## src/rtl/fp16_add_sched.sv

```systemverilog
// fp16_add_sched: round-robin scheduler feeding one shared fixed-latency FP16 add pipeline, routing sums back by tag.
// Define FP16_SCHED_SPECIAL_EN so that NaN/Inf operand pairs bypass the pipeline with a precomputed result.
module fp16_add_sched #(
  parameter int NUM_REQ = 4,
  parameter int DW      = 16,
  parameter int LAT     = 3
) (
  input  logic                       aclk,
  input  logic                       aresetn,
  input  logic [NUM_REQ-1:0]         s_req_valid,
  output logic [NUM_REQ-1:0]         s_req_ready,
  input  logic [NUM_REQ*DW-1:0]      s_req_a,
  input  logic [NUM_REQ*DW-1:0]      s_req_b,
  output logic                       o_dp_valid,
  output logic [DW-1:0]              o_dp_a,
  output logic [DW-1:0]              o_dp_b,
  input  logic                       i_dp_valid,
  input  logic [DW-1:0]              i_dp_res,
  output logic [NUM_REQ-1:0]         m_res_valid,
  output logic [$clog2(NUM_REQ)-1:0] m_res_id,
  output logic [DW-1:0]              m_res_data,
  input  logic                       i_drain,
  output logic                       o_drained,
  output logic                       o_busy,
  output logic                       o_err
);
  localparam int IDW = $clog2(NUM_REQ);
  localparam logic [NUM_REQ-1:0] ONE = NUM_REQ'(1);
  typedef enum logic [1:0] {IDLE, RUN, DRAIN} state_t;
  state_t state_q, state_d;
  logic [IDW-1:0] rr_q, rr_d, gnt_id, idx;
  logic gnt_found, accept, tag_empty, special, head_byp, head_exp, mism, deliver;
  logic [DW-1:0] gnt_a, gnt_b, head_res;
  logic [LAT:0] tag_v_q, tag_v_d;
  logic [IDW-1:0] tag_id_q [0:LAT];
  logic [IDW-1:0] tag_id_d [0:LAT];
  logic dp_valid_q, dp_valid_d;
  logic [DW-1:0] dp_a_q, dp_a_d, dp_b_q, dp_b_d, res_data_q, res_data_d;
  logic [NUM_REQ-1:0] res_valid_q, res_valid_d;
  logic [IDW-1:0] res_id_q, res_id_d;
  logic err_q, err_d;
  // Scan downward so the last hit, i.e. the closest requester at or after rr_q, wins.
  always_comb begin
    gnt_found = 1'b0;
    gnt_id = '0;
    idx = '0;
    for (int i = NUM_REQ - 1; i >= 0; i--) begin
      idx = IDW'((int'(rr_q) + i) % NUM_REQ);
      if (s_req_valid[idx]) begin
        gnt_found = 1'b1;
        gnt_id = idx;
      end
    end
  end
  assign accept = aresetn && !i_drain && state_q != DRAIN && gnt_found;
  assign s_req_ready = accept ? ONE << gnt_id : '0;
  assign gnt_a = s_req_a[int'(gnt_id)*DW +: DW];
  assign gnt_b = s_req_b[int'(gnt_id)*DW +: DW];
  assign tag_empty = ~|tag_v_q;
`ifdef FP16_SCHED_SPECIAL_EN
  logic [LAT:0] tag_byp_q, tag_byp_d;
  logic [DW-1:0] tag_res_q [0:LAT];
  logic [DW-1:0] tag_res_d [0:LAT];
  logic a_max, b_max, a_nan, b_nan, a_inf, b_inf;
  logic [DW-1:0] byp_res;
  always_comb begin
    a_max = &gnt_a[DW-2 -: 5];
    b_max = &gnt_b[DW-2 -: 5];
    a_nan = a_max && |gnt_a[DW-7:0];
    b_nan = b_max && |gnt_b[DW-7:0];
    a_inf = a_max && !a_nan;
    b_inf = b_max && !b_nan;
    special = a_max || b_max;
    byp_res = (a_nan || b_nan || (a_inf && b_inf && gnt_a[DW-1] != gnt_b[DW-1])) ? DW'(16'h7E00) : (a_inf ? gnt_a : gnt_b);
    tag_byp_d = {tag_byp_q[LAT-1:0], accept && special};
    tag_res_d[0] = byp_res;
    for (int s = 1; s <= LAT; s++) tag_res_d[s] = tag_res_q[s-1];
    head_byp = tag_byp_q[LAT];
    head_res = tag_res_q[LAT];
  end
  always_ff @(posedge aclk) begin
    if (!aresetn) begin
      tag_byp_q <= '0;
      for (int s = 0; s <= LAT; s++) tag_res_q[s] <= '0;
    end else begin
      tag_byp_q <= tag_byp_d;
      tag_res_q <= tag_res_d;
    end
  end
`else
  always_comb begin
    special = 1'b0;
    head_byp = 1'b0;
    head_res = '0;
  end
`endif
  always_comb begin
    state_d = state_q;
    case (state_q)
      IDLE:    state_d = i_drain ? DRAIN : (|s_req_valid ? RUN : IDLE);
      RUN:     state_d = i_drain ? DRAIN : ((!(|s_req_valid) && tag_empty) ? IDLE : RUN);
      DRAIN:   state_d = (!i_drain && tag_empty) ? IDLE : DRAIN;
      default: state_d = IDLE;
    endcase
    rr_d = accept ? ((gnt_id == IDW'(NUM_REQ - 1)) ? '0 : gnt_id + 1'b1) : rr_q;
    dp_valid_d = accept && !special;
    dp_a_d = dp_valid_d ? gnt_a : dp_a_q;
    dp_b_d = dp_valid_d ? gnt_b : dp_b_q;
    tag_v_d = {tag_v_q[LAT-1:0], accept};
    tag_id_d[0] = gnt_id;
    for (int s = 1; s <= LAT; s++) tag_id_d[s] = tag_id_q[s-1];
    // Bypassed slots must see no pipeline strobe; any disagreement is an error and suppresses delivery.
    head_exp = tag_v_q[LAT] && !head_byp;
    mism = i_dp_valid ^ head_exp;
    deliver = tag_v_q[LAT] && !mism;
    res_valid_d = deliver ? ONE << tag_id_q[LAT] : '0;
    res_id_d = deliver ? tag_id_q[LAT] : res_id_q;
    res_data_d = deliver ? (head_byp ? head_res : i_dp_res) : res_data_q;
    err_d = err_q || mism;
  end
  always_ff @(posedge aclk) begin
    if (!aresetn) begin
      state_q <= IDLE;
      rr_q <= '0;
      tag_v_q <= '0;
      for (int s = 0; s <= LAT; s++) tag_id_q[s] <= '0;
      dp_valid_q <= 1'b0;
      dp_a_q <= '0;
      dp_b_q <= '0;
      res_valid_q <= '0;
      res_id_q <= '0;
      res_data_q <= '0;
      err_q <= 1'b0;
    end else begin
      state_q <= state_d;
      rr_q <= rr_d;
      tag_v_q <= tag_v_d;
      tag_id_q <= tag_id_d;
      dp_valid_q <= dp_valid_d;
      dp_a_q <= dp_a_d;
      dp_b_q <= dp_b_d;
      res_valid_q <= res_valid_d;
      res_id_q <= res_id_d;
      res_data_q <= res_data_d;
      err_q <= err_d;
    end
  end
  assign o_dp_valid = dp_valid_q;
  assign o_dp_a = dp_a_q;
  assign o_dp_b = dp_b_q;
  assign m_res_valid = res_valid_q;
  assign m_res_id = res_id_q;
  assign m_res_data = res_data_q;
  assign o_err = err_q;
  assign o_busy = state_q != IDLE || !tag_empty;
  assign o_drained = state_q == DRAIN && tag_empty;
endmodule
```

## config.mk

```make
export PLATFORM = sky130hd
export DESIGN_NAME = fp16_add_sched
export DESIGN_NICKNAME = d
export VERILOG_FILES = /design/src/rtl/fp16_add_sched.sv
export SDC_FILE = /design/constraint.sdc
export NUM_CORES = 1
export LEC_CHECK = 0
export CORE_MARGIN = 1
export CORE_UTILIZATION = 40
export CTS_CLUSTER_SIZE = 24
export DETAILED_ROUTE_END_ITERATION = 8
export DONT_BUFFER_PORTS = 1
export PLACE_DENSITY = 0.58
export SKIP_LAST_GASP = 1
export SLEW_MARGIN = 15
export SYNTH_ARGS = -nofsm -noshare
export SYNTH_HDL_FRONTEND = slang
export SYNTH_SLANG_ARGS = --single-unit
```

## constraint.sdc

```tcl
create_clock -name aclk -period 3 [get_ports aclk]
set_input_delay 0.6 -clock aclk [delete_from_list [all_inputs] [get_ports aclk]]
set_output_delay 0.6 -clock aclk [all_outputs]
set_load 0.005 [all_outputs]
```

* Word level (Yosys, flattened, before mapping)
Index checks and enable logic that the tools add are counted.
** Storage, ports and cells
- Logic and storage cells :: 73
- Register bits :: 72
- Output and inout port bits :: 62
** Operators by class
- Bitwise logic cells :: 1
- Equality and inequality tests :: 4
- Multiplexer cells :: 24
- Magnitude comparators :: 4
- Reductions and logical operators :: 18
- $add $sub $neg :: 4
- Shift operators :: 4
** Operator list (number)
- 64-bit by 7-bit indexed part select with 16-bit output :: 2
- 2-bit two-way mux :: 8
- 2-bit by 3-bit < comparator with 1-bit output, second input constant :: 4
- 1-bit two-way mux :: 10
- 1-bit binary-select mux with 2-bit select :: 4
- 4-bit OR reduction :: 2
- 1-bit by 2-bit left shift with 4-bit output, first input constant :: 2
- 1-bit logical AND :: 7
- 2-bit one-hot mux with 3 select lines :: 1
- 2-bit by 1-bit adder with 2-bit output, second input constant :: 2
- 2-bit adder, second input constant :: 2
- 2-bit == test, second input constant :: 2
- 1-bit logical NOT :: 4
- 4-bit two-way mux :: 1
- 2-bit by 1-bit == test with 1-bit output, second input constant :: 1
- 2-bit logical NOT :: 1
- 1-bit logical OR :: 2
- 2-bit != test, second input constant :: 1
- 2-bit AND reduction :: 1
- 2-bit nonzero test :: 1
- 1-bit bitwise XOR :: 1

* Logic depth before layout (Yosys ltp)
Gate-level depths: netlist of run 1.
- Depth in word-level cells :: 9
- Depth in mapped cells :: 6

* Worst setup path after synthesis of run 1
No wires, ideal clock.
- Kind :: in2out
- Start :: input port s_req_valid[2]
- End :: output port s_req_ready[2]
- Stages :: 5
- Buffers on the path :: 1
- Setup slack :: 629 ps
- Required time :: 2400 ps
- Arrival :: 1771 ps
- Cell sequence :: nor2b_1 > or4b_4 > nand2_8 > buf_8 > and3b_1
** Between the ends
- Longest elaborated chain between the ends :: 8
- Elaborated cells on any way between the ends :: 19
** RTL lines
- from (decl) :: RTL line 10 : input logic [NUM_REQ-1:0] s_req_valid,
- 1-bit binary-select mux with 2-bit select :: RTL line 49 : if (s_req_valid[idx]) begin
- 1-bit two-way mux (implied by the code) :: RTL line 49
- 2-bit two-way mux or 1-bit two-way mux (tied branches) (4 in a row) :: RTL line 49
- 1-bit by 2-bit left shift with 4-bit output or 1-bit logical AND (tied branches) :: RTL line 56, 55
- 4-bit two-way mux * :: RTL line 56 : assign s_req_ready = accept ? ONE << gnt_id : '0;
- to (decl) :: RTL line 11 : output logic [NUM_REQ-1:0] s_req_ready,
Mark *: on every way between the ends. The rest lies on a longest branch, timed or not. The select of a mux whose other input is x is not followed.

* Worst setup path after layout of run 1
- Start :: register state_q[1]
- End :: output port s_req_ready[0]
** Between the ends
- Longest elaborated chain between the ends :: 4
** RTL lines
- from (decl) :: RTL line 30 : state_t state_q, state_d;
- from (signal assigned) :: RTL line 135 : state_q <= state_d;
- 2-bit != test :: RTL line 55 : assign accept = aresetn && !i_drain && state_q != DRAIN && gnt_found;
- 1-bit logical AND (2 in a row) :: RTL line 55
- 4-bit two-way mux :: RTL line 56
Every way passes these cells.

==> metrics.csv, run 1 <==
metric,value,unit
Tot Pwr,0.002211,W
IO Pins,214,
Clock Latency Late Sink,340,ps
nature of the critical path startpoint,register,
drt initial violations,77,
Worst Max-Slew Pin Slew,981.5,ps
Max transition margin,0.3406,
layout cells sized above 1,0.2013,
"Cell Area, Synth",0.003486,mm²
skew final,9.446,ps
initial antenna violation count,0,
Routed WL per cell,17.88,µm
# nets final,466,
GR Overflow Total,0,
DR vias,2347,
Mapped Cells,316,
post-synthesis sequential area ratio,0.4078,
total number of yosys warnings,0,
min-delay src,aresetn,
uppermost layer routed,met4,
initial core utilization,0.4179,
total track usage,0.1597,
synthesized area per cell,11.03,µm²
Reg2Reg Launch Point,state_q[1],
setup_tns,0,ps
first-pass GRT wire length,10790,µm
metal2 WL,3645,µm
CTS Root Cell,clkbuf_8,
Placed Cells,407,
Setup Crit Path Kind,register to output pin,
Detail Route Antenna Nets,0,
clock-pin slew on the worst setup and hold paths,80,ps
Antenna diodes,0,
postcts setup bufs,0,
max_cap viols,0,
Core ar.,0.008341,mm²
pin count of the biggest net entering global routing,35,
outcome,finished clean,
Longest Clk Path Bufs,2,
Pins Over Slew Limit,0,
First-pass DRT Iterations,4,
R2R cell count,5,
RSZ-0062 raised after global routing,no,
DR vias/cell,5.548,
Crit. End Element,output pin,
Die Y,95.35,µm
"Gates resized, CTS repair",0,
final worst setup slack,443.4,ps
Post-Route WL,7562,µm
die area,0.009092,mm²
DRC,0,
P&R area growth vs syn,6.927,%
Post-Syn Nets,469,
vias in the first global route,2213,
post-synthesis register bit count,71,
fin cells,423,
"Distinct cells, synth",31,
Hold Path Cell Cnt,1,
"Req. time, crit path",2400,ps
"Max FO, Critical Path",11,
Buffers on Ports,0,
Clock Sinks,71,
"Arr. time, crit path",1960,ps
hold_buf cts,0,
worst min path class,input port to register,
leak pwr,1.347,nW
PD cells,593.3,mW/mm²
RePlAce Congestion,0.7234,
dpl ws,328.6,ps
Final min period,2557,ps
count of final hold-check violations,0,
CTS tree,done,
Finished Core Util,0.4469,
# H-tree levels,3,
number of buffers created by CTS,9,
final setup violation count,0,
RR Endpoint,o_dp_b[15],
reg-to-reg setup timing slack,640,ps
met3 wire len,799,µm
Peak VDD IR,0.2001,mV
row cnt,33,
final worst-path cycle share,0.8522,
M1 wire length,3037,µm
fmax,391.1,MHz
Die Wd,95.35,µm
Worst Hold Path EP,tag_id_d[5],
DP HPWL,5710,µm
[kinds of logic (layout without fill, tap and decap cells)]
logic type                 count (synthesis)  after routing  synth area share
AOI/OAI and AO/OA                         43             43            0.1576
xor gates and xnor gates                   1              1          0.002513
muxes                                     81             81            0.2326
DFF                                       71             71            0.4078
buffers and inverters                     23             25           0.05851
and+or+nand+nor                           96             96            0.1375
adders and majority gates                  1              1          0.003589
[synthesized netlist by cell type (all sizes together)]
cell type,number,area (µm²)
nor2,27,101.4
and2,10,62.56
nor3b,2,15.01
nor4,1,12.51
xnor2,1,8.760
or3,1,6.260
ha,1,12.51
nand2b,5,31.28
inv,1,3.750
nor2b,5,31.28
clkbuf,8,30.03
o221ai,32,480.5
nor3,2,10.01
a21oi,5,25.02
and3b,1,8.760
a211oi,2,15.01
a21boi,1,7.510
o32a,1,11.26
or4,2,18.77
o21ai,2,10.01
nand2,38,161.4
or4b,1,13.76
dfxtp,71,1421
and3,1,6.260
buf,14,170.2
mux2i,81,810.8
[worst max-delay path, stage by stage (launching register included)]
cell and delay [ps]:
dfxtp_1 350, nor2b_1 160, nor3_1 750, nor3b_1 360
[layout by cell type, fill, tap and decap left out, drive strengths merged]
cell,instances
mux2i,81
dfxtp,71
nand2,38
o221ai,32
nor2,27
and2,10
clkbuf,9
buf,8
nor2b,5
a21oi,5
nand2b,5
clkinv,4
nor3,2
nor3b,2
a211oi,2
o21ai,2
bufinv,2
or4,2
inv,2
or4b,1
nor4,1
a21boi,1
o32a,1
and3b,1
and3,1
or3,1
xnor2,1
ha,1
[routing by layer]
| metal | global-route usage | vias up |
|---|---|---|
| li1 | - | 1144 |
| met1 | 0.1855 | 1069 |
| met2 | 0.2601 | 128 |
| met3 | 0.06938 | 6 |
| met4 | 0.05682 | 0 |
| met5 | 0 | - |
[power breakdown]
group,internal (W),total (W),leakage [nW],switching [W]
Sequential,0.00100,0.00105,0.580,0.0000458
Combinational,0.000151,0.000328,0.654,0.000177
Clock,0.000471,0.000836,0.114,0.000365
[layout make-up]
class                           instances  area, µm²
Fill cell                             804       4613
Multi-Input combinational cell        222       1866
Sequential cell                        71       1421
Tap cell                              105      131.4
Clock buffer                            9      123.9
Clock inverter                          7      96.34
Timing Repair Buffer                    8      85.08
Inverter                                1      3.754
[stage by stage]
step / hold WS [ps] / area, µm²
floorplan: 411.9 / 3486
global placement: 415.7 / 3507
detailed placement: 421.1 / 3507
CTS: 363.7 / 3727
global route: 352.0 / 3727
finish: 381.7 / 3727
[registers in the layout (all words and copies together), names as in the netlist]
name	flops
o_dp_b	16
state_q	2
o_err	1
tag_v_q	4
m_res_data	16
m_res_valid	4
rr_q	2
tag_id_q	2
m_res_id	2
o_dp_a	16
tag_id_d	6
[worst max path at each step]
stage,endpoint,slack (ps),startpoint
after floorplan,s_req_ready[2],630,s_req_valid[2]
after global placement,o_dp_a[11],400,i_drain
after detailed placement,o_dp_b[7],330,i_drain
after CTS,s_req_ready[0],410,state_q[1]
after global routing,s_req_ready[0],230,state_q[1]
final,s_req_ready[0],440,state_q[1]
Note: power is estimated with default switching activity, not from simulation.
==> run 2: changes to the inputs <==
CORE_UTILIZATION = 53   (was 40)
PLACE_DENSITY = 0.72   (was 0.58)
==> run 2 against run 1 <==
Power decreased by 7.6%. Via count up 0.17%. Sequential share of layout area rose by 0.86 points. Sequential power about the same. Clock power fell by 20%. Setup slack improved by 30 ps. Critical path depth unchanged. Clock-buffer cell count increased by 2. Cell count decreased by 7.1%. Flip-flop and latch count unchanged. Global-route usage rose by 4.2 points. Die area decreased by 24%. Largest power group unchanged. Highest routed layer unchanged.
==> metrics.csv, run 2 (same netlist as run 1, synthesis figures left out) <==
metric,value,unit
# H-tree levels,3,
setup_tns,0,ps
initial core utilization,0.5490,
PD cells,560.6,mW/mm²
Peak VDD IR,0.3185,mV
Worst Max-Slew Pin Slew,1012,ps
GRT busiest layer,met2,
Die Y,83.10,µm
# nets final,464,
GR Util met1,0.2383,
Detail Route Antenna Nets,0,
postcts setup bufs,0,
met2 GRT Util,0.3286,
clock-pin slew on the worst setup and hold paths,70,ps
leak pwr,1.315,nW
"Max FO, Critical Path",11,
skew final,6.023,ps
vias in the first global route,2238,
Crit. End Element,output pin,
Pins Over Slew Limit,0,
CTS tree,done,
"Req. time, crit path",2400,ps
DP HPWL,5378,µm
Final min period,2526,ps
outcome,finished clean,
worst min path class,input port to register,
Clock Latency Late Sink,330,ps
hold_buf cts,0,
multi-input gate area in the final layout,0.001866,mm²
DR vias/cell,5.982,
row cnt,29,
First-pass DRT Iterations,4,
Die Wd,83.10,µm
final worst-path cycle share,0.8421,
initial antenna violation count,0,
Buffers on Ports,0,
FILL cells,555,
most frequent cells in the layout,"81 x mux2i_1, 71 x dfxtp_1, 36 x nand2_1, 32 x o221ai_2, 26 x nor2_1",
total track usage,0.2020,
DR vias,2351,
Clock Sinks,71,
layout cells sized above 1,0.1930,
P&R area growth vs syn,4.559,%
final worst setup slack,473.7,ps
Core ar.,0.006350,mm²
"Gates resized, CTS repair",0,
final setup violation count,0,
Setup Crit Path Kind,register to output pin,
dpl ws,354.9,ps
IO Pins,214,
Longest Clk Path Bufs,2,
drt initial violations,61,
max_cap viols,0,
number of buffers created by CTS,9,
die area,0.006906,mm²
"commonest non-fill, non-tap cell in the layout",mux2i_1,
nature of the critical path startpoint,register,
DRC,0,
GR Overflow Total,0,
CTS Root Cell,clkbuf_8,
Antenna diodes,0,
RePlAce Congestion,0.7659,
"Arr. time, crit path",1930,ps
Routed WL per cell,18.25,µm
met3 Usage GRT,0.07157,
first-pass GRT wire length,10930,µm
Post-Route WL,7172,µm
fmax,395.8,MHz
pin count of the biggest net entering global routing,37,
Max transition margin,0.3201,
RSZ-0062 raised after global routing,no,
FF+latch area,0.001421,mm²
count of final hold-check violations,0,
run 2: path summary, 6_finish.rpt:
check | startpoint | to | slack, ps | depth (start not counted)
worst max register to register | state_q[1] | o_dp_a[7] | 670 | 5
worst min-delay path | aresetn | tag_id_d[1] | 380 | 1
worst max-delay path | state_q[1] | s_req_ready[0] | 470 | 3
worst min register to register | tag_id_d[2] | tag_id_d[0] | 440 | 1
run 2: cell type report:
type                    count  area share
multi-input cells         222      0.5118
inverters                   1    0.001030
clock inverters             5    0.009269
flip-flops and latches     71      0.3900
clock buffers              11     0.03879
repair buffers              6     0.02266
well taps                  77     0.02643
run 2: per-stage QoR:
step / area, µm² / hold slack, ps / utilization / std cells / total power [W]
6_report: 3645 / 384.4 / 0.5740 / 393 / 0.002043
5_1_grt: 3645 / 365.1 / 0.5740 / 393 / 0.002144
4_1_cts: 3645 / 366.6 / 0.5740 / 393 / 0.002072
3_5_place_dp: 3470 / 418.9 / 0.5464 / 377 / 0.001402
3_3_place_gp: 3470 / 414.5 / 0.5464 / 377 / 0.001396
2_1_floorplan: 3486 / 411.9 / - / 316 / 0.001378
run 2: routing by layer:
metal / wire length (µm) / part of all wire / vias up
met5: 0 / 0 / -
met4: 140 / 0.020 / 0
met3: 629 / 0.088 / 13
met2: 3521 / 0.49 / 124
met1: 2881 / 0.40 / 1077
li1: - / - / 1137
run 2: where the power goes:
| part | internal, W | leakage, nW | switching [W] | total (W) |
|---|---|---|---|---|
| sequential | 0.00100 | 0.580 | 0.0000471 | 0.00105 |
| clock | 0.000321 | 0.0853 | 0.000347 | 0.000668 |
| combinational | 0.000151 | 0.650 | 0.000176 | 0.000326 |
| total | 0.00147 | 1.31 | 0.000570 | 0.00204 |
run 2: critical path: stages, from the launching register on:
cell and delay (ps):
dfxtp_1 350, nor2b_1 160, nor3_1 780, nor3b_1 320
